<file path="src/rtl/operationList.sv">
// -----------------------------------------------------------------------------
// operationList
// Opcode encodings shared by the ALU and every block that issues ALU work.
// No ports; packages only.
// -----------------------------------------------------------------------------
package operationList;

  localparam int unsigned OPC_W = 4;

  localparam logic [OPC_W-1:0] ADD = 4'h0;
  localparam logic [OPC_W-1:0] SUB = 4'h1;
  localparam logic [OPC_W-1:0] AND = 4'h2;
  localparam logic [OPC_W-1:0] OR  = 4'h3;

endpackage

</file>
<file path="src/rtl/alu_share_arbiter_pkg.sv">
// -----------------------------------------------------------------------------
// alu_share_arbiter_pkg
// Shared constants and small helpers for the ALU sharing arbiter.
// No ports.
// -----------------------------------------------------------------------------
package alu_share_arbiter_pkg;

  import operationList::*;

  // Number of requesters sharing the ALU.
  localparam int unsigned N_REQ = 2;

  // True when the opcode is one the ALU actually implements.
  function automatic logic is_legal_op(input logic [OPC_W-1:0] op);
    logic legal;
    case (op)
      ADD, SUB, AND, OR: legal = 1'b1;
      default:           legal = 1'b0;
    endcase
    return legal;
  endfunction

  // Requester index to one-hot response-valid vector.
  function automatic logic [N_REQ-1:0] id_to_onehot(input logic id);
    logic [N_REQ-1:0] oh;
    if (id) begin
      oh = 2'b10;
    end else begin
      oh = 2'b01;
    end
    return oh;
  endfunction

endpackage

</file>
<file path="src/rtl/alu_share_arbiter_if.sv">
// -----------------------------------------------------------------------------
// alu_share_arbiter_if
// Bundles the two request channels, the shared response channel and the
// ALU-side bus of the ALU sharing arbiter.
//   slave  : view of the arbiter (takes requests, drives the ALU)
//   master : view of the surroundings (requesters plus the ALU instance)
// Signals:
//   req_valid/req_ready [1:0]   per-requester request handshake
//   reqN_op/reqN_a/reqN_b       request payload of requester N
//   resp_valid/resp_ready [1:0] one-hot response handshake
//   resp_data/resp_zero/resp_err shared response payload
//   alu_available/alu_operation/alu_inp1/alu_inp2  registered ALU inputs
//   alu_outp/alu_zero           combinational ALU result
// -----------------------------------------------------------------------------
interface alu_share_arbiter_if #(
  parameter int unsigned DATA_W = 32,
  parameter int unsigned OP_W   = 4
);

  logic [1:0]        req_valid;
  logic [1:0]        req_ready;
  logic [OP_W-1:0]   req0_op;
  logic [OP_W-1:0]   req1_op;
  logic [DATA_W-1:0] req0_a;
  logic [DATA_W-1:0] req1_a;
  logic [DATA_W-1:0] req0_b;
  logic [DATA_W-1:0] req1_b;

  logic [1:0]        resp_valid;
  logic [1:0]        resp_ready;
  logic [DATA_W-1:0] resp_data;
  logic              resp_zero;
  logic              resp_err;

  logic              alu_available;
  logic [OP_W-1:0]   alu_operation;
  logic [DATA_W-1:0] alu_inp1;
  logic [DATA_W-1:0] alu_inp2;
  logic [DATA_W-1:0] alu_outp;
  logic              alu_zero;

  modport slave (
    input  req_valid, req0_op, req1_op, req0_a, req1_a, req0_b, req1_b,
    input  resp_ready, alu_outp, alu_zero,
    output req_ready, resp_valid, resp_data, resp_zero, resp_err,
    output alu_available, alu_operation, alu_inp1, alu_inp2
  );

  modport master (
    output req_valid, req0_op, req1_op, req0_a, req1_a, req0_b, req1_b,
    output resp_ready, alu_outp, alu_zero,
    input  req_ready, resp_valid, resp_data, resp_zero, resp_err,
    input  alu_available, alu_operation, alu_inp1, alu_inp2
  );

endinterface

</file>
<file path="src/rtl/alu_share_arbiter_rr_arb2.sv">
// -----------------------------------------------------------------------------
// alu_share_arbiter_rr_arb2
// Two-way round-robin grant. A lone request always wins; on contention the
// requester named by i_prio wins.
//   i_req   [1:0]  request vector
//   i_prio         favoured requester on contention
//   o_grant [1:0]  one-hot grant (00 when nobody requests)
// -----------------------------------------------------------------------------
module alu_share_arbiter_rr_arb2 (
  input  logic [1:0] i_req,
  input  logic       i_prio,
  output logic [1:0] o_grant
);

  // Grant decode from the request vector and the priority pointer.
  always_comb begin
    o_grant = 2'b00;
    case (i_req)
      2'b01: o_grant = 2'b01;
      2'b10: o_grant = 2'b10;
      2'b11: begin
        if (i_prio) begin
          o_grant = 2'b10;
        end else begin
          o_grant = 2'b01;
        end
      end
      default: o_grant = 2'b00;
    endcase
  end

endmodule

</file>
<file path="src/rtl/alu_share_arbiter.sv">
// -----------------------------------------------------------------------------
// alu_share_arbiter
// Shares one combinational ALU between two requesters. Arbitrates
// round-robin, registers the winning operation onto the ALU bus, captures
// the result one cycle later and returns it on a one-hot valid/ready
// response channel. Only one transaction is in flight at a time.
//   clk    rising-edge clock
//   rst_n  synchronous active-low reset
//   bus    alu_share_arbiter_if.slave (requests, response, ALU bus)
// -----------------------------------------------------------------------------
module alu_share_arbiter
  import operationList::*;
  import alu_share_arbiter_pkg::*;
#(
  parameter int unsigned DATA_W = 32,
  parameter int unsigned OP_W   = 4
) (
  input logic                clk,
  input logic                rst_n,
  alu_share_arbiter_if.slave bus
);

  typedef enum logic [1:0] {
    IDLE  = 2'd0,
    ISSUE = 2'd1,
    RESP  = 2'd2
  } state_t;

  state_t            r_state;
  state_t            w_state_nxt;
  logic              r_prio;
  logic              r_winner;
  logic [1:0]        r_resp_valid;
  logic [DATA_W-1:0] r_resp_data;
  logic              r_resp_zero;
  logic              r_resp_err;
  logic              r_alu_available;
  logic [OP_W-1:0]   r_alu_operation;
  logic [DATA_W-1:0] r_alu_inp1;
  logic [DATA_W-1:0] r_alu_inp2;

  logic [1:0]        w_grant;
  logic [1:0]        w_req_ready;
  logic              w_accept;
  logic              w_win_id;
  logic              w_resp_hs;
  logic              w_op_legal;
  logic [OP_W-1:0]   w_sel_op;
  logic [DATA_W-1:0] w_sel_a;
  logic [DATA_W-1:0] w_sel_b;

  alu_share_arbiter_rr_arb2 u_arb (
    .i_req   (bus.req_valid),
    .i_prio  (r_prio),
    .o_grant (w_grant)
  );

  // Ready is offered only in IDLE and only to the arbitration winner.
  always_comb begin
    w_req_ready = 2'b00;
    if (r_state == IDLE) begin
      w_req_ready = w_grant;
    end else begin
      w_req_ready = 2'b00;
    end
  end

  assign w_accept   = |(bus.req_valid & w_req_ready);
  assign w_win_id   = w_grant[1];
  assign w_resp_hs  = (r_state == RESP) && bus.resp_ready[r_winner];
  assign w_op_legal = is_legal_op(r_alu_operation);

  // Payload of the requester that wins this cycle.
  always_comb begin
    w_sel_op = bus.req0_op;
    w_sel_a  = bus.req0_a;
    w_sel_b  = bus.req0_b;
    if (w_win_id) begin
      w_sel_op = bus.req1_op;
      w_sel_a  = bus.req1_a;
      w_sel_b  = bus.req1_b;
    end else begin
      w_sel_op = bus.req0_op;
      w_sel_a  = bus.req0_a;
      w_sel_b  = bus.req0_b;
    end
  end

  // FSM state register.
  always_ff @(posedge clk) begin
    if (!rst_n) begin
      r_state <= IDLE;
    end else begin
      r_state <= w_state_nxt;
    end
  end

  // FSM next-state decode; ISSUE always lasts exactly one cycle.
  always_comb begin
    w_state_nxt = r_state;
    case (r_state)
      IDLE: begin
        if (w_accept) begin
          w_state_nxt = ISSUE;
        end else begin
          w_state_nxt = IDLE;
        end
      end
      ISSUE: w_state_nxt = RESP;
      RESP: begin
        if (w_resp_hs) begin
          w_state_nxt = IDLE;
        end else begin
          w_state_nxt = RESP;
        end
      end
      default: w_state_nxt = IDLE;
    endcase
  end

  // Datapath: ALU operand registers, priority pointer and response registers.
  always_ff @(posedge clk) begin
    if (!rst_n) begin
      r_prio          <= 1'b0;
      r_winner        <= 1'b0;
      r_resp_valid    <= 2'b00;
      r_resp_data     <= {DATA_W{1'b0}};
      r_resp_zero     <= 1'b0;
      r_resp_err      <= 1'b0;
      r_alu_available <= 1'b0;
      r_alu_operation <= {OP_W{1'b0}};
      r_alu_inp1      <= {DATA_W{1'b0}};
      r_alu_inp2      <= {DATA_W{1'b0}};
    end else begin
      case (r_state)
        IDLE: begin
          if (w_accept) begin
            r_alu_operation <= w_sel_op;
            r_alu_inp1      <= w_sel_a;
            r_alu_inp2      <= w_sel_b;
            r_alu_available <= 1'b1;
            r_winner        <= w_win_id;
            // Loser of this round is favoured next time.
            r_prio          <= ~w_win_id;
          end
        end
        ISSUE: begin
          r_alu_available <= 1'b0;
          r_resp_valid    <= id_to_onehot(r_winner);
          r_resp_err      <= ~w_op_legal;
          // An unknown opcode must not leak whatever the ALU produced.
          if (w_op_legal) begin
            r_resp_data <= bus.alu_outp;
            r_resp_zero <= bus.alu_zero;
          end else begin
            r_resp_data <= {DATA_W{1'b0}};
            r_resp_zero <= 1'b0;
          end
        end
        RESP: begin
          if (w_resp_hs) begin
            r_resp_valid <= 2'b00;
          end
        end
        default: begin
          r_resp_valid    <= 2'b00;
          r_alu_available <= 1'b0;
        end
      endcase
    end
  end

  assign bus.req_ready     = w_req_ready;
  assign bus.resp_valid    = r_resp_valid;
  assign bus.resp_data     = r_resp_data;
  assign bus.resp_zero     = r_resp_zero;
  assign bus.resp_err      = r_resp_err;
  assign bus.alu_available = r_alu_available;
  assign bus.alu_operation = r_alu_operation;
  assign bus.alu_inp1      = r_alu_inp1;
  assign bus.alu_inp2      = r_alu_inp2;

endmodule

</file>
<file path="src/flat_wrapper.sv">
// flat-port wrapper written by rule: the top's interface ports become plain ports
module alu_share_arbiter_flat import operationList::*; import alu_share_arbiter_pkg::*;
#(
  parameter int unsigned DATA_W = 32,
  parameter int unsigned OP_W   = 4
)
  (clk, rst_n, bus_req_valid, bus_req0_op, bus_req1_op, bus_req0_a, bus_req1_a, bus_req0_b, bus_req1_b, bus_resp_ready, bus_alu_outp, bus_alu_zero, bus_req_ready, bus_resp_valid, bus_resp_data, bus_resp_zero, bus_resp_err, bus_alu_available, bus_alu_operation, bus_alu_inp1, bus_alu_inp2);
  alu_share_arbiter_if #(.DATA_W(DATA_W), .OP_W(OP_W)) bus_i ();
  input logic clk;
  input logic rst_n;
  input wire logic [$bits(bus_i.req_valid)-1:0] bus_req_valid;
  input wire logic [$bits(bus_i.req0_op)-1:0] bus_req0_op;
  input wire logic [$bits(bus_i.req1_op)-1:0] bus_req1_op;
  input wire logic [$bits(bus_i.req0_a)-1:0] bus_req0_a;
  input wire logic [$bits(bus_i.req1_a)-1:0] bus_req1_a;
  input wire logic [$bits(bus_i.req0_b)-1:0] bus_req0_b;
  input wire logic [$bits(bus_i.req1_b)-1:0] bus_req1_b;
  input wire logic [$bits(bus_i.resp_ready)-1:0] bus_resp_ready;
  input wire logic [$bits(bus_i.alu_outp)-1:0] bus_alu_outp;
  input wire logic [$bits(bus_i.alu_zero)-1:0] bus_alu_zero;
  output wire logic [$bits(bus_i.req_ready)-1:0] bus_req_ready;
  output wire logic [$bits(bus_i.resp_valid)-1:0] bus_resp_valid;
  output wire logic [$bits(bus_i.resp_data)-1:0] bus_resp_data;
  output wire logic [$bits(bus_i.resp_zero)-1:0] bus_resp_zero;
  output wire logic [$bits(bus_i.resp_err)-1:0] bus_resp_err;
  output wire logic [$bits(bus_i.alu_available)-1:0] bus_alu_available;
  output wire logic [$bits(bus_i.alu_operation)-1:0] bus_alu_operation;
  output wire logic [$bits(bus_i.alu_inp1)-1:0] bus_alu_inp1;
  output wire logic [$bits(bus_i.alu_inp2)-1:0] bus_alu_inp2;
  assign bus_i.req_valid = bus_req_valid;
  assign bus_i.req0_op = bus_req0_op;
  assign bus_i.req1_op = bus_req1_op;
  assign bus_i.req0_a = bus_req0_a;
  assign bus_i.req1_a = bus_req1_a;
  assign bus_i.req0_b = bus_req0_b;
  assign bus_i.req1_b = bus_req1_b;
  assign bus_i.resp_ready = bus_resp_ready;
  assign bus_i.alu_outp = bus_alu_outp;
  assign bus_i.alu_zero = bus_alu_zero;
  assign bus_req_ready = bus_i.req_ready;
  assign bus_resp_valid = bus_i.resp_valid;
  assign bus_resp_data = bus_i.resp_data;
  assign bus_resp_zero = bus_i.resp_zero;
  assign bus_resp_err = bus_i.resp_err;
  assign bus_alu_available = bus_i.alu_available;
  assign bus_alu_operation = bus_i.alu_operation;
  assign bus_alu_inp1 = bus_i.alu_inp1;
  assign bus_alu_inp2 = bus_i.alu_inp2;
  alu_share_arbiter #(.DATA_W(DATA_W), .OP_W(OP_W)) u_core (.clk(clk), .rst_n(rst_n), .bus(bus_i));
endmodule
</file>
<file path="config.mk">
export PLATFORM = sky130hd
export DESIGN_NAME = alu_share_arbiter_flat
export DESIGN_NICKNAME = d
export VERILOG_FILES = /design/src/rtl/operationList.sv /design/src/rtl/alu_share_arbiter_pkg.sv /design/src/rtl/alu_share_arbiter_if.sv /design/src/rtl/alu_share_arbiter_rr_arb2.sv /design/src/rtl/alu_share_arbiter.sv /design/src/flat_wrapper.sv
export SDC_FILE = /design/constraint.sdc
export NUM_CORES = 1
export LEC_CHECK = 0
export ABC_AREA = 1
export CORE_ASPECT_RATIO = 1.1
export CORE_MARGIN = 1.5
export CORE_UTILIZATION = 36
export CTS_BUF_LIST = sky130_fd_sc_hd__clkbuf_8
export DETAILED_ROUTE_END_ITERATION = 8
export MAX_ROUTING_LAYER = met4
export PLACE_DENSITY_LB_ADDON = 0.15
export SLEW_MARGIN = 30
export SYNTH_ARGS = -nofsm -noshare
export SYNTH_HDL_FRONTEND = slang
export SYNTH_HIERARCHICAL = 1
export SYNTH_SLANG_ARGS = --single-unit
</file>
<file path="constraint.sdc">
create_clock -name clk -period 1.3 [get_ports clk]
set_input_delay 0.195 -clock clk [delete_from_list [all_inputs] [get_ports clk]]
set_output_delay 0.195 -clock clk [all_outputs]
set_load 0.03 [all_outputs]
</file>
## After elaboration in Yosys (flattened, before gate mapping)

Index checks and enable logic that the tools add are counted.

- Flip-flop bits (word level): 109
- Input bits: 175
- Output and inout bits: 107

- Order comparisons: 1
- Equality and inequality tests: 10
- Multiplexer cells: 19
- Bitwise operators: 5
- Reductions and logical operators: 8

Operator list:

| kind | number |
|---|---|
| $mux 32 | 3 |
| $pmux 2 s3 | 3 |
| $mux 2 | 5 |
| $eq 4x2->1 const B | 2 |
| $eq 2x2->1 const B | 3 |
| $mux 1 | 6 |
| $reduce_and 2->1 | 3 |
| $eq 2x1->1 const B | 2 |
| $eq 4x1->1 const B | 1 |
| $logic_not 4->1 | 1 |
| $mux 4 | 1 |
| $ne 2x1->1 const B | 2 |
| $not 1->1 | 4 |
| $reduce_or 4->1 | 1 |
| $and 2x2->2 | 1 |
| $logic_not 2->1 | 1 |
| $lt 1x2->1 const B | 1 |
| $pmux 1 s2 | 1 |
| $reduce_or 2->1 | 1 |
| $logic_and 1x1->1 | 1 |

## Depth between registers and ports, before layout

Gate-level depths: netlist (run 1).

- Word-level depth: 7
- Gate-level depth with buffers: 12
- Gate-level depth less buffers: 9

## Modules after synthesis

Netlist (run 1), hierarchy kept.

By module, submodules not included:

| module | times used | cells each | area each (um^2) | sequential area each (um^2) |
|---|---|---|---|---|
| alu_share_arbiter | 1 | 718 | 4902.2 | 2182.1 |
| alu_share_arbiter_rr_arb2 | 1 | 5 | 20.0 | 0.0 |

## Worst setup path before layout (run 1)

Ideal clock, no wire load.

- Path kind: register -> register
- Start: register u_core.r_prio
- End: register u_core.r_prio
- Library setup time: 0.116 ns
- Arrival time: 1.443 ns
- Data required time: 1.184 ns
- Setup slack: -0.259 ns
- Stages on the path, launching flop included: 10
- Buffers on the path: 2
- Clock period less this slack: 1.559 ns
- Path through: dfxtp_1 nand2_1 nand2_1 buf_4 inv_2 buf_4 nor2_1 nand2_1 nand2_1 a21oi_1

- Word-level cells in the longest chain between the ends: 6
- Elaborated cells on any way between the ends: 7
- Those cells by class: mux (3); bitwise (2); reduce/logical (2)

Ends and longest elaborated chain:

| what | RTL line | RTL |
|---|---|---|
| from (decl) | alu_share_arbiter.sv:31 | `logic r_prio;` |
| from (signal assigned) | alu_share_arbiter.sv:144 | `r_prio <= ~w_win_id;` |
| $mux 2 | alu_share_arbiter_rr_arb2.sv:22 | `if (i_prio) begin` |
| $pmux 2 s3 | alu_share_arbiter_rr_arb2.sv:18 | `case (i_req)` |
| net u_core.w_grant[1] | alu_share_arbiter.sv:42 | `logic [1:0] w_grant;` |
| $mux 2 | alu_share_arbiter.sv:61 | `if (r_state == IDLE) begin` |
| net bus_req_ready[1] | flat_wrapper.sv:21 | `output wire logic [$bits(bus_i.req_ready)-1:0] bus_req_ready;` |
| $and 2x2->2 | alu_share_arbiter.sv:68 | `assign w_accept = \|(bus.req_valid & w_req_ready);` |
| $reduce_or 2->1 | alu_share_arbiter.sv:68 |  |
| $reduce_and 2->1 (no source line) | - |  |

The timed path passes the listed nets, and every way through them passes these cells.
A chain may end at the register's enable or synchronous reset.

## Worst setup path after layout (run 1)

- Start: register u_core.r_prio
- End: register u_core.r_alu_inp1[28], in the netlist u_core/bus.alu_inp1[28]

- Word-level cells in the longest chain between the ends: 6
- Elaborated cells on any way between the ends: 7
- Those cells by class: mux (4); bitwise (1); reduce/logical (2)

Ends and longest elaborated chain:

| what | RTL line | RTL |
|---|---|---|
| $mux 2 * | alu_share_arbiter_rr_arb2.sv:22 |  |
| $pmux 2 s3 * | alu_share_arbiter_rr_arb2.sv:18 |  |
| net u_core.w_grant[1] | alu_share_arbiter.sv:42 |  |
| $mux 2 | alu_share_arbiter.sv:61 |  |
| $and 2x2->2 | alu_share_arbiter.sv:68 |  |
| $reduce_or 2->1 | alu_share_arbiter.sv:68 |  |
| $reduce_and 2->1 (no source line) | - |  |
| to (signal assigned) | alu_share_arbiter.sv:132 | `r_alu_inp1 <= {DATA_W{1'b0}};` |
| to (signal assigned) | alu_share_arbiter.sv:139 | `r_alu_inp1 <= w_sel_a;` |
| to (decl) | alu_share_arbiter.sv:39 | `logic [DATA_W-1:0] r_alu_inp1;` |

Mark *: on every way through the listed nets, which the timed path passes. The rest lies on a longest branch.

==> results of run 1 <==
[final timing paths]
kind,start,to,slack (ps)
max,u_core/r_prio$_SDFFE_PN0P_,u_core/bus.alu_inp1[28]$_SDFFE_PN0P_,-220
min,rst_n,u_core/bus.resp_err$_SDFFE_PN0N_,140
max reg2reg,u_core/r_prio$_SDFFE_PN0P_,u_core/bus.alu_inp1[28]$_SDFFE_PN0P_,-220
min reg2reg,u_core/bus.resp_data[28]$_SDFFE_PN0N_,u_core/bus.resp_data[28]$_SDFFE_PN0N_,470
[cells by family (layout without fill, tap and decap cells)]
group                  Yosys count  count (layout)  share of synthesized area, %
AND/OR/NAND/NOR                369             369                          28.5
AO/OA/AOI/OAI                  173             173                          19.4
flip-flops                     109             109                          44.3
buffers and inverters           72             365                          7.70
[power groups by stage]
stage / clock (mW) / sequential (mW) / combinational (mW)
final: 2.37 / 3.89 / 4.07
after global routing: 2.55 / 3.92 / 4.33
after CTS: 2.42 / 3.85 / 3.80
after detailed placement: 0 / 3.92 / 3.43
after global placement: 0 / 3.91 / 3.43
after floorplan: 0 / 4.51 / 1.19
[stage by stage]
step,utilization (%),setup WS [ps],instances,hold WS (ps),cell area [µm²]
floorplan,-,-19.6,723,338,4930
global placement,61.1,-418,1156,450,8110
detailed placement,61.1,-529,1156,453,8110
CTS,67.6,-190,1192,114,8970
global route,70.0,-271,1200,142,9290
finish,70.0,-224,1200,143,9290
[layout by cell type, fill, tap and decap left out, types with 2 or more instances in the layout]
master and instances:
buf_12 27, a21oi_2 4, nand2_4 2, a21oi_1 33, nor2_4 2, buf_2 8, nand2_1 273, a31oi_4 15
a22oi_2 3, clkbuf_8 10, dlygate4sd2_1 2, buf_4 20, o21ai_4 2, clkbuf_16 6, clkbuf_2 30, clkdlybuf4s15_2 55
buf_8 3, inv_2 2, inv_1 8, nor2_1 76, buf_16 6, bufbuf_16 2, buf_6 8, o21ai_1 24
o21ai_2 40, bufinv_16 2, nand2_2 13, a31oi_1 50, dfxtp_1 107, inv_6 2, clkdlybuf4s50_1 171
[critical path, stage by stage, from the launching register on]
cell and delay (ps):
dfxtp_4 370, nand2_2 70, nand2_2 70, buf_6 130
nand2_2 60, nand2_4 70, buf_4 140, buf_12 140
clkbuf_16 170, a31oi_1 140, nor2_1 60
[synthesized netlist by cell type]
master,number,area share [%]
a21oi_1,37,3.8
a22oi_1,3,0.46
a31oi_1,66,8.4
buf_1,2,0.15
buf_2,9,0.92
buf_4,14,2.1
buf_6,6,1.4
clkbuf_1,30,2.3
dfxtp_1,109,44
inv_1,8,0.61
inv_2,3,0.23
nand2_1,286,22
nand2_2,2,0.25
nand3_1,1,0.10
nand3_2,1,0.20
nor2_1,78,5.9
nor2_4,1,0.23
o21ai_0,48,4.9
o21ai_1,19,1.9
[routing by layer]
layer | share of wire (%) | GRT usage (%)
met3 | 6.7 | 4.57
met1 | 42 | 30.2
met5 | 0 | -
met4 | 2.4 | 8.60
met2 | 49 | 42.8
[final cells by class]
class | instances | share of cell area (%)
Clock inverter | 6 | 1.01
Clock buffer | 10 | 1.48
Timing Repair Buffer | 338 | 40.3
Sequential cell | 109 | 23.5
Multi-Input combinational cell | 542 | 30.7
Tap cell | 184 | 2.48
Inverter | 11 | 0.471
[flip-flops by register name, summed over array words and instances (netlist names)]
name and count:
u_core/bus.alu_inp1 32, u_core/bus.alu_inp2 32, u_core/bus.resp_data 32, u_core/bus.alu_operation 4, u_core/bus.resp_valid 2, u_core/r_state 2
u_core/bus.alu_available 1, u_core/bus.resp_err 1, u_core/bus.resp_zero 1, u_core/r_prio 1, u_core/r_winner 1
[timing repair]
item / in CTS / in global routing
setup buffers: 12 / 3
cloned: 8 / 6
endpoints found under the setup margin: 164 / 124
resized for setup: 322 / 105
pin swaps: 8 / 5
==> metrics, run 1 <==
outcome=finished with violations; failing checks=setup timing; Final Hold Viols=0; Synth Cell Area=a little under 0.005 mm²; Post-Syn Nets=about 900; FF+latch count, synth=around 110; sequential cell area=0.00219 mm²; first-pass GRT wire length=about 28000 µm; vias in the first global route=between 5k and 6k; core outline area=0.0133 mm²; cts bufs inserted=9; Detailed Place HPWL=around 12000 µm; Avg Cell Area, Syn=6.81 µm²; worst endpoint data arrival time=approximately 1800 ps; final antenna-violating net count=0; Max-Slew Margin vs Limit=between 60% and 70%; Iter 0 DRT Violations=360; Pins Over Slew Limit=0; max_cap viols=0; CTS max path bufs=2; Area growth syn-to-layout=88.8%; CTS H-Tree Depth=3; Clk pwr share=between 20% and 30%; die area=about 0.014 mm²; critical path startpoint category=flip-flop; share of layout cells above drive strength 1=between 20% and 30%; part of the power in combinational logic=approximately two fifths; Mapped Cells=723; DRC viols=0; final RePlAce weighted congestion=between 0.7 and 0.8; largest net degree at the start of global routing=57; Setup TNS=-11700 ps; Max Fclk=656 MHz; endpoint type of the worst setup path=flip-flop; Final period util=117%; drt first pass iters=5; Sink Count=around 110; Psw=between 3 and 4 mW; CTS tree=done; Critical Path RT=between 1500 and 2000 ps; YS warnings=6; # diodes=0; worst reg-to-reg path cell count=10; sequential power share=between 30 and 40%; Total GRT Usage=roughly 25%; fin nets=~1.2k; Die Wd=between 100 and 150 µm; critical path fanouts, max=8; multi-input logic area=about 0.0029 mm²; total vias in the final route=between 5k and 6k; Root Buffer=clkbuf_8; critical path class=reg2reg; I/O pins=between 200 and 300; initial core utilization=between 30% and 40%; Final setup viols=72; RSZ-0062 raised after global routing=yes; hold path depth=3; die outline height=around 130 µm; min-delay worst type=in2reg; sw frac=between 30% and 40%; worst skew pair latency=370 ps; Hold Buf Count CTS=0; gr ovfl total=0; Final min period=around 1500 ps; Leak Pwr=about 3.9 nW; Distinct cells, synth=19; total power=about 10 mW; Tightest Pin Transition=roughly 480 ps; Fillers=1110; power density cells=1110 mW/mm²; clock skew=about 14 ps; DR WL/cell=about 16 µm; CTS clock-pin slew for the worst setup and hold paths=approximately 100 ps; final setup margin=-224 ps; Via density=4.88; number of I/O port buffers=281; Routed WL=18800 µm; post-synthesis sequential area ratio=between 40% and 50%; antenna violations before repair=0; cell row count=44; Int Pwr=just under 7 mW; Peak VDD IR=between 0.5 and 0.6 mV
No activity file was read; power rests on OpenSTA's default activity.
==> inputs of run 2 (changes only) <==
--- a/config.mk
+++ b/config.mk
@@ -7,12 +7,12 @@
 export LEC_CHECK = 0
 export ABC_AREA = 1
 export CORE_ASPECT_RATIO = 1.1
-export CORE_MARGIN = 1.5
 export CORE_UTILIZATION = 36
 export CTS_BUF_LIST = sky130_fd_sc_hd__clkbuf_8
 export DETAILED_ROUTE_END_ITERATION = 8
 export MAX_ROUTING_LAYER = met4
 export PLACE_DENSITY_LB_ADDON = 0.15
+export SKIP_CTS_REPAIR_TIMING = 1
 export SLEW_MARGIN = 30
 export SYNTH_ARGS = -nofsm -noshare
 export SYNTH_HDL_FRONTEND = slang
==> run 2 against run 1 <==
  * The run still ends with setup timing left
  * Fmax fell by 4.9%
  * Flip-flop and latch count is the same
  * Register-to-register slack worse by 80 ps
  * Largest power group unchanged
==> metrics, run 2 (synthesis results as in run 1) <==
failing checks=setup timing; # diodes=0 (unchanged); drt first pass iters=4 (-1); final setup margin=-303 ps (-78.4 ps); sw frac=35.0% (+0.45 points); critical path class=in2reg; commonest non-fill, non-tap cells in the layout=nand2_1, clkdlybuf4s50_1, dfxtp_1; Via density=4.82 (-1.1%); commonest non-fill, non-tap cell in the layout=nand2_1; CTS H-Tree Depth=3 (unchanged); share of layout cells above drive strength 1=16.4% (-10 points); number of I/O port buffers=281 (unchanged); core outline area=0.0133 mm² (unchanged); multi-input logic area=0.00269 mm² (-5.7%); Fillers=1131 (+1.9%); Root Buffer=clkbuf_8; initial core utilization=37.1% (unchanged); clock skew=12.1 ps (-1.51 ps); Routed WL=17600 µm (-6.0%); CTS max path bufs=2 (unchanged); endpoint type of the worst setup path=flip-flop; Iter 0 DRT Violations=244 (-32%); worst skew pair latency=370 ps (about the same); Detailed Place HPWL=11300 µm (-3.0%); DR WL/cell=14.8 µm (-5.2%); Final setup viols=73 (+1.4%); max_cap viols=0 (unchanged); vias in the first global route=5134 (-6.5%); worst endpoint data arrival time=1880 ps (+90 ps); CTS clock-pin slew for the worst setup and hold paths=110 ps (about the same); power density cells=1080 mW/mm² (-3.2%); Sink Count=109 (unchanged); antenna violations before repair=0 (unchanged); I/O pins=282 (unchanged); first-pass GRT wire length=25100 µm (-11%); Critical Path RT=1580 ps (about the same); die area=0.0141 mm² (-1.7%); Leak Pwr=5.16 nW (+33%); outcome=finished with violations; critical path startpoint category=primary input; Max Fclk=624 MHz (-4.9%); Peak VDD IR=0.537 mV (-5.1%); sequential cell area=0.00219 mm² (about the same); cts bufs inserted=9 (unchanged); part of the power in combinational logic=39.2% (-0.2 points); Max-Slew Margin vs Limit=74.6% (+6.3 points); Total GRT Usage=22.7% (-2.6 points); Pins Over Slew Limit=0 (unchanged); final RePlAce weighted congestion=0.778 (+2.4%); final antenna-violating net count=0 (unchanged); die outline height=125 µm (-0.80%); CTS tree=done; min-delay worst type=in2reg; fin nets=1176 (-0.84%); fin area=0.00921 mm² (-0.89%); Fin Hold WS=322 ps (+179 ps); DRC viols=0 (unchanged); RSZ-0062 raised after global routing=yes; Final period util=123% (+6.0 points); Int Pwr=6.44 mW (-4.7%); cell row count=44 (unchanged); Area growth syn-to-layout=87.1%; Tightest Pin Transition=381 ps (-95.2 ps); Clk pwr share=22.0% (-0.9 points); Psw=3.47 mW (-2.8%); gr ovfl total=0 (unchanged); DP Area=0.00812 mm² (about the same); Final Hold Viols=0 (unchanged); total vias in the final route=5740 (-1.9%); Die Wd=113 µm (-0.87%); largest net degree at the start of global routing=56 (-1.8%); Final min period=1600 ps (+78.4 ps); Setup TNS=-15580 ps (-3880 ps); sequential power share=38.8% (+1.2 points); critical path fanouts, max=7 (-1)
==> run 2: area by class of cell <==
class,count,area share [%]
clock inverters,7,0.897
flip-flops and latches,109,23.7
repair buffers,328,41.8
well taps,184,2.50
inverters,11,0.530
clock buffers,9,1.34
multi-input cells,542,29.2
==> run 2: metrics by stage <==
| stage | setup slack, ps | power, mW | cells | utilization [%] |
|---|---|---|---|---|
| detailed placement | -558 | 7.34 | 1157 | 61.2 |
| floorplan | -19.6 | 5.70 | 723 | - |
| global placement | -443 | 7.32 | 1157 | 61.2 |
| CTS | -374 | 9.53 | 1173 | 62.7 |
| global route | -361 | 10.4 | 1190 | 69.4 |
| finish | -303 | 9.91 | 1190 | 69.4 |
==> run 2: worst max-delay path, cell delays in order <==
cell and delay [ps]:
clkdlybuf4s50_1 440, inv_2 90, nand2_2 80, nand2_8 120, buf_6 100, nand2_4 40
nand2_4 100, nand3_4 140, buf_12 190, clkbuf_16 160, o21ai_2 150, nor2_1 50
==> run 2: power by group through the flow <==
stage,sequential (mW),clock [mW],combinational [mW]
finish,3.84,2.18,3.89
global route,3.89,2.39,4.15
CTS,3.85,2.25,3.42
detailed placement,3.92,0,3.41
global placement,3.92,0,3.40
floorplan,4.51,0,1.19
==> run 2: final timing paths <==
path	cells after the start	slack, ps	endpoint	startpoint
max reg2reg	10	-300	u_core/bus.alu_inp2[4]$_SDFFE_PN0P_	u_core/r_prio$_SDFFE_PN0P_
max	12	-300	u_core/bus.alu_inp2[4]$_SDFFE_PN0P_	bus_req_valid[0]
min	4	320	u_core/bus.alu_inp2[5]$_SDFFE_PN0P_	rst_n
min reg2reg	2	470	u_core/bus.resp_data[11]$_SDFFE_PN0N_	u_core/bus.resp_data[11]$_SDFFE_PN0N_
==> run 2: routing by layer <==
| metal | global-route usage (%) | routed length, µm | vias up |
|---|---|---|---|
| met4 | 8.51 | 339 | 0 |
| li1 | - | - | 2920 |
| met2 | 37.6 | 8640 | 221 |
| met5 | - | 0 | - |
| met1 | 27.2 | 7520 | 2575 |
| met3 | 4.09 | 1140 | 24 |
==> inputs of run 3 (changes only) <==
--- a/config.mk
+++ b/config.mk
@@ -5,13 +5,13 @@
 export SDC_FILE = /design/constraint.sdc
 export NUM_CORES = 1
 export LEC_CHECK = 0
-export ABC_AREA = 1
 export CORE_ASPECT_RATIO = 1.1
 export CORE_UTILIZATION = 36
 export CTS_BUF_LIST = sky130_fd_sc_hd__clkbuf_8
 export DETAILED_ROUTE_END_ITERATION = 8
 export MAX_ROUTING_LAYER = met4
 export PLACE_DENSITY_LB_ADDON = 0.15
+export RECOVER_POWER = 100
 export SKIP_CTS_REPAIR_TIMING = 1
 export SLEW_MARGIN = 30
 export SYNTH_ARGS = -nofsm -noshare
==> run 3 against run 2 <==
  * Sequential share of layout area fell by 1.5 points
  * Clock power decreased by 3%
  * Highest routed layer unchanged
  * The run still ends with setup timing left
  * Clock skew shrank 2.9 ps
  * Wire length increased by 9.9%
  * Combinational power increased by 5.4%
  * Non-clock buffer count rose by 18
  * Critical path depth decreased by 6
  * Final cell count shrank 22%
  * Via count down 14%
  * Global-route usage down 0.43 points
  * Final area increased by 6.9%
  * Worst hold slack better by 120 ps
==> metrics, run 3 <==
FF-to-FF Start=u_core/r_prio$_SDFFE_PN0P_; cell row count=44 (unchanged); commonest non-fill, non-tap cell in the layout=clkdlybuf4s50_1; I/O pins=282 (unchanged); gr ovfl total=0 (unchanged); min-delay src=bus_req_valid[0]; Final period util=122% (-1.6 points); DR WL/cell=20.8 µm (+40%); synth top area cells=dfxtp_1, a211oi_2, mux2i_1, a21oi_1, a22oi_1; CTS max path bufs=2 (unchanged); Area growth syn-to-layout=101%; worst skew pair latency=370 ps (about the same); Final Hold Viols=0 (unchanged); first-pass GRT wire length=23900 µm (-4.7%); FF+latch count, synth=109 (unchanged); Final setup viols=104 (+42%); final setup margin=-282 ps (+20.5 ps); die outline height=124 µm (-0.24%); antenna violations before repair=0 (unchanged); total vias in the final route=4950 (-14%); die area=0.0141 mm² (-0.48%); sw frac=33.5% (-1.4 points); vias in the first global route=4768 (-7.1%); share of layout cells above drive strength 1=33.1% (+17 points); asr flop ratio synth=0% (unchanged); final antenna-violating net count=0 (unchanged); Avg Cell Area, Syn=10.7 µm² (+57%); Sink Count=109 (unchanged); post-synthesis sequential area ratio=44.5% (+0.22 points); CP max stage cell=dfxtp_4; multi-input logic area=0.00311 mm² (+15%); min-delay worst type=in2reg; drt first pass iters=4 (unchanged); WP buf/inv=4 (-1); top-count cell post-synth=dfxtp_1; largest net degree at the start of global routing=38 (-32%); pre-CTS setup slack=-644 ps (-86.0 ps); Peak VDD IR=0.546 mV (+1.6%); Pins Over Slew Limit=0 (unchanged); RSZ-0062 raised after global routing=yes; Leak Pwr=4.90 nW (-5.0%); Routed WL=19400 µm (+9.9%); Critical Path RT=1110 ps (-470 ps); Root Buffer=clkbuf_8; Tightest Pin Transition=407 ps (+26.6 ps); Final min period=1580 ps (-20.5 ps); Mapped Cells=457 (-37%); max_cap viols=0 (unchanged); Detailed Place HPWL=11900 µm (+4.9%); final RePlAce weighted congestion=0.753 (-3.2%); Psw=3.37 mW (-2.9%); Post-synth EDFFs=0 (unchanged); # diodes=0 (unchanged); Top delay family on crit path=flip-flops; top_reg_cell synth=dfxtp_1; synth cell count leaders=dfxtp_1, a21oi_1, mux2i_1, a211oi_2; Fin Hold WS=439 ps (+117 ps); Max Fclk=632 MHz (+1.3%); Distinct cells, synth=29 (+10); Iter 0 DRT Violations=217 (-11%); clock skew=9.17 ps (-2.90 ps); power density cells=1020 mW/mm² (-5.3%); Die Wd=113 µm (-0.24%); Total GRT Usage=22.3% (-0.43 points); initial core utilization=37.1% (about the same); Via density=5.31 (+10%); commonest non-fill, non-tap cells in the layout=clkdlybuf4s50_1, dfxtp_1, dlymetal6s2s_1; part of the power in combinational logic=40.8% (+1.6 points); most frequent cell on the critical path=buf_6; worst setup path start=u_core/r_prio$_SDFFE_PN0P_; DRC viols=0 (unchanged); sequential cell area=0.00219 mm² (+0.34%); cts bufs inserted=9 (unchanged); Max-Slew Margin vs Limit=72.8% (-1.7 points); fin nets=941 (-20%); Int Pwr=6.67 mW (+3.5%); Cell Chain, Critical Path=inv_4, a21boi_4, buf_6, nand2_2, inv_2, buf_6; Synth Cell Area=0.00490 mm² (-0.48%); Clk pwr share=21.1% (-0.9 points); core outline area=0.0132 mm² (-0.41%); sequential power share=38.1% (-0.7 points); YS warnings=6 (unchanged); critical path fanouts, max=3 (-4); max incr delay on CP=390 ps (-50 ps); number of I/O port buffers=281 (unchanged); failing checks=setup timing; CTS tree=done; largest area contributor in the netlist=dfxtp_1; CTS H-Tree Depth=3 (unchanged); Post-Syn Nets=632 (-30%); Fillers=883 (-22%); endpoint type of the worst setup path=output pin; worst endpoint data arrival time=1390 ps (-490 ps); outcome=finished with violations; CTS clock-pin slew for the worst setup and hold paths=100 ps (about the same); share of the synthesized area in the top cell type=44.5% (+0.22 points); Setup TNS=-16180 ps (-596 ps); critical path startpoint category=flip-flop; critical path class=reg2out
[run 3: area by class of cell]
| class | count | area share, % |
|---|---|---|
| multi-input cells | 296 | 31.6 |
| inverters | 4 | 0.203 |
| clock inverters | 6 | 0.623 |
| flip-flops and latches | 109 | 22.3 |
| well taps | 161 | 2.05 |
| repair buffers | 346 | 41.9 |
| clock buffers | 10 | 1.40 |
[run 3: power groups by stage]
stage / logic [mW] / registers [mW] / clock network [mW]
after floorplan: 1.25 / 4.45 / 0
after global placement: 3.29 / 3.90 / 0
after detailed placement: 3.35 / 3.91 / 0
after CTS: 3.36 / 3.84 / 2.17
after global routing: 4.27 / 3.86 / 2.30
final: 4.10 / 3.82 / 2.11
[run 3: kinds of logic after synthesis]
| group | Yosys count | synth area share, % |
|---|---|---|
| simple gates | 46 | 4.52 |
| mux | 69 | 14.1 |
| compound gates | 180 | 31.1 |
| flops | 109 | 44.5 |
| buf+inv | 53 | 5.75 |
[run 3: path summary, 6_finish.rpt]
| path | endpoint | slack, ps | depth (start not counted) |
|---|---|---|---|
| setup / recovery | bus_req_ready[1] | -280 | 6 |
| setup reg to reg | u_core/bus.alu_inp2[30]$_SDFFE_PN0P_ | -260 | 7 |
| hold reg to reg | u_core/bus.resp_err$_SDFFE_PN0N_ | 490 | 2 |
| hold / removal | u_core/r_prio$_SDFFE_PN0P_ | 440 | 4 |
[run 3: metrics by stage]
stage	utilization (%)	instances	total power [mW]	instance area (µm²)
floorplan	-	457	5.70	4950
global placement	61.6	878	7.19	8150
detailed placement	61.6	878	7.27	8150
CTS	63.2	894	9.37	8340
global route	74.5	932	10.4	9850
finish	74.5	932	10.0	9850
[run 3: worst reg2reg max path, cell delays in order (launching register included)]
cell and delay (ps):
dfxtp_4 390, inv_4 40, a21boi_4 200, buf_6 130
buf_12 150, clkbuf_16 180, mux2i_2 260, a211oi_2 100
[run 3: per-layer routing]
metal  global-route usage (%)  vias up  wire, µm
li1                         -     2333         -
met1                     23.2     2384      7270
met2                     41.0      197     10400
met3                     4.67       36      1260
met4                     7.82        0       462
met5                        -        -         0
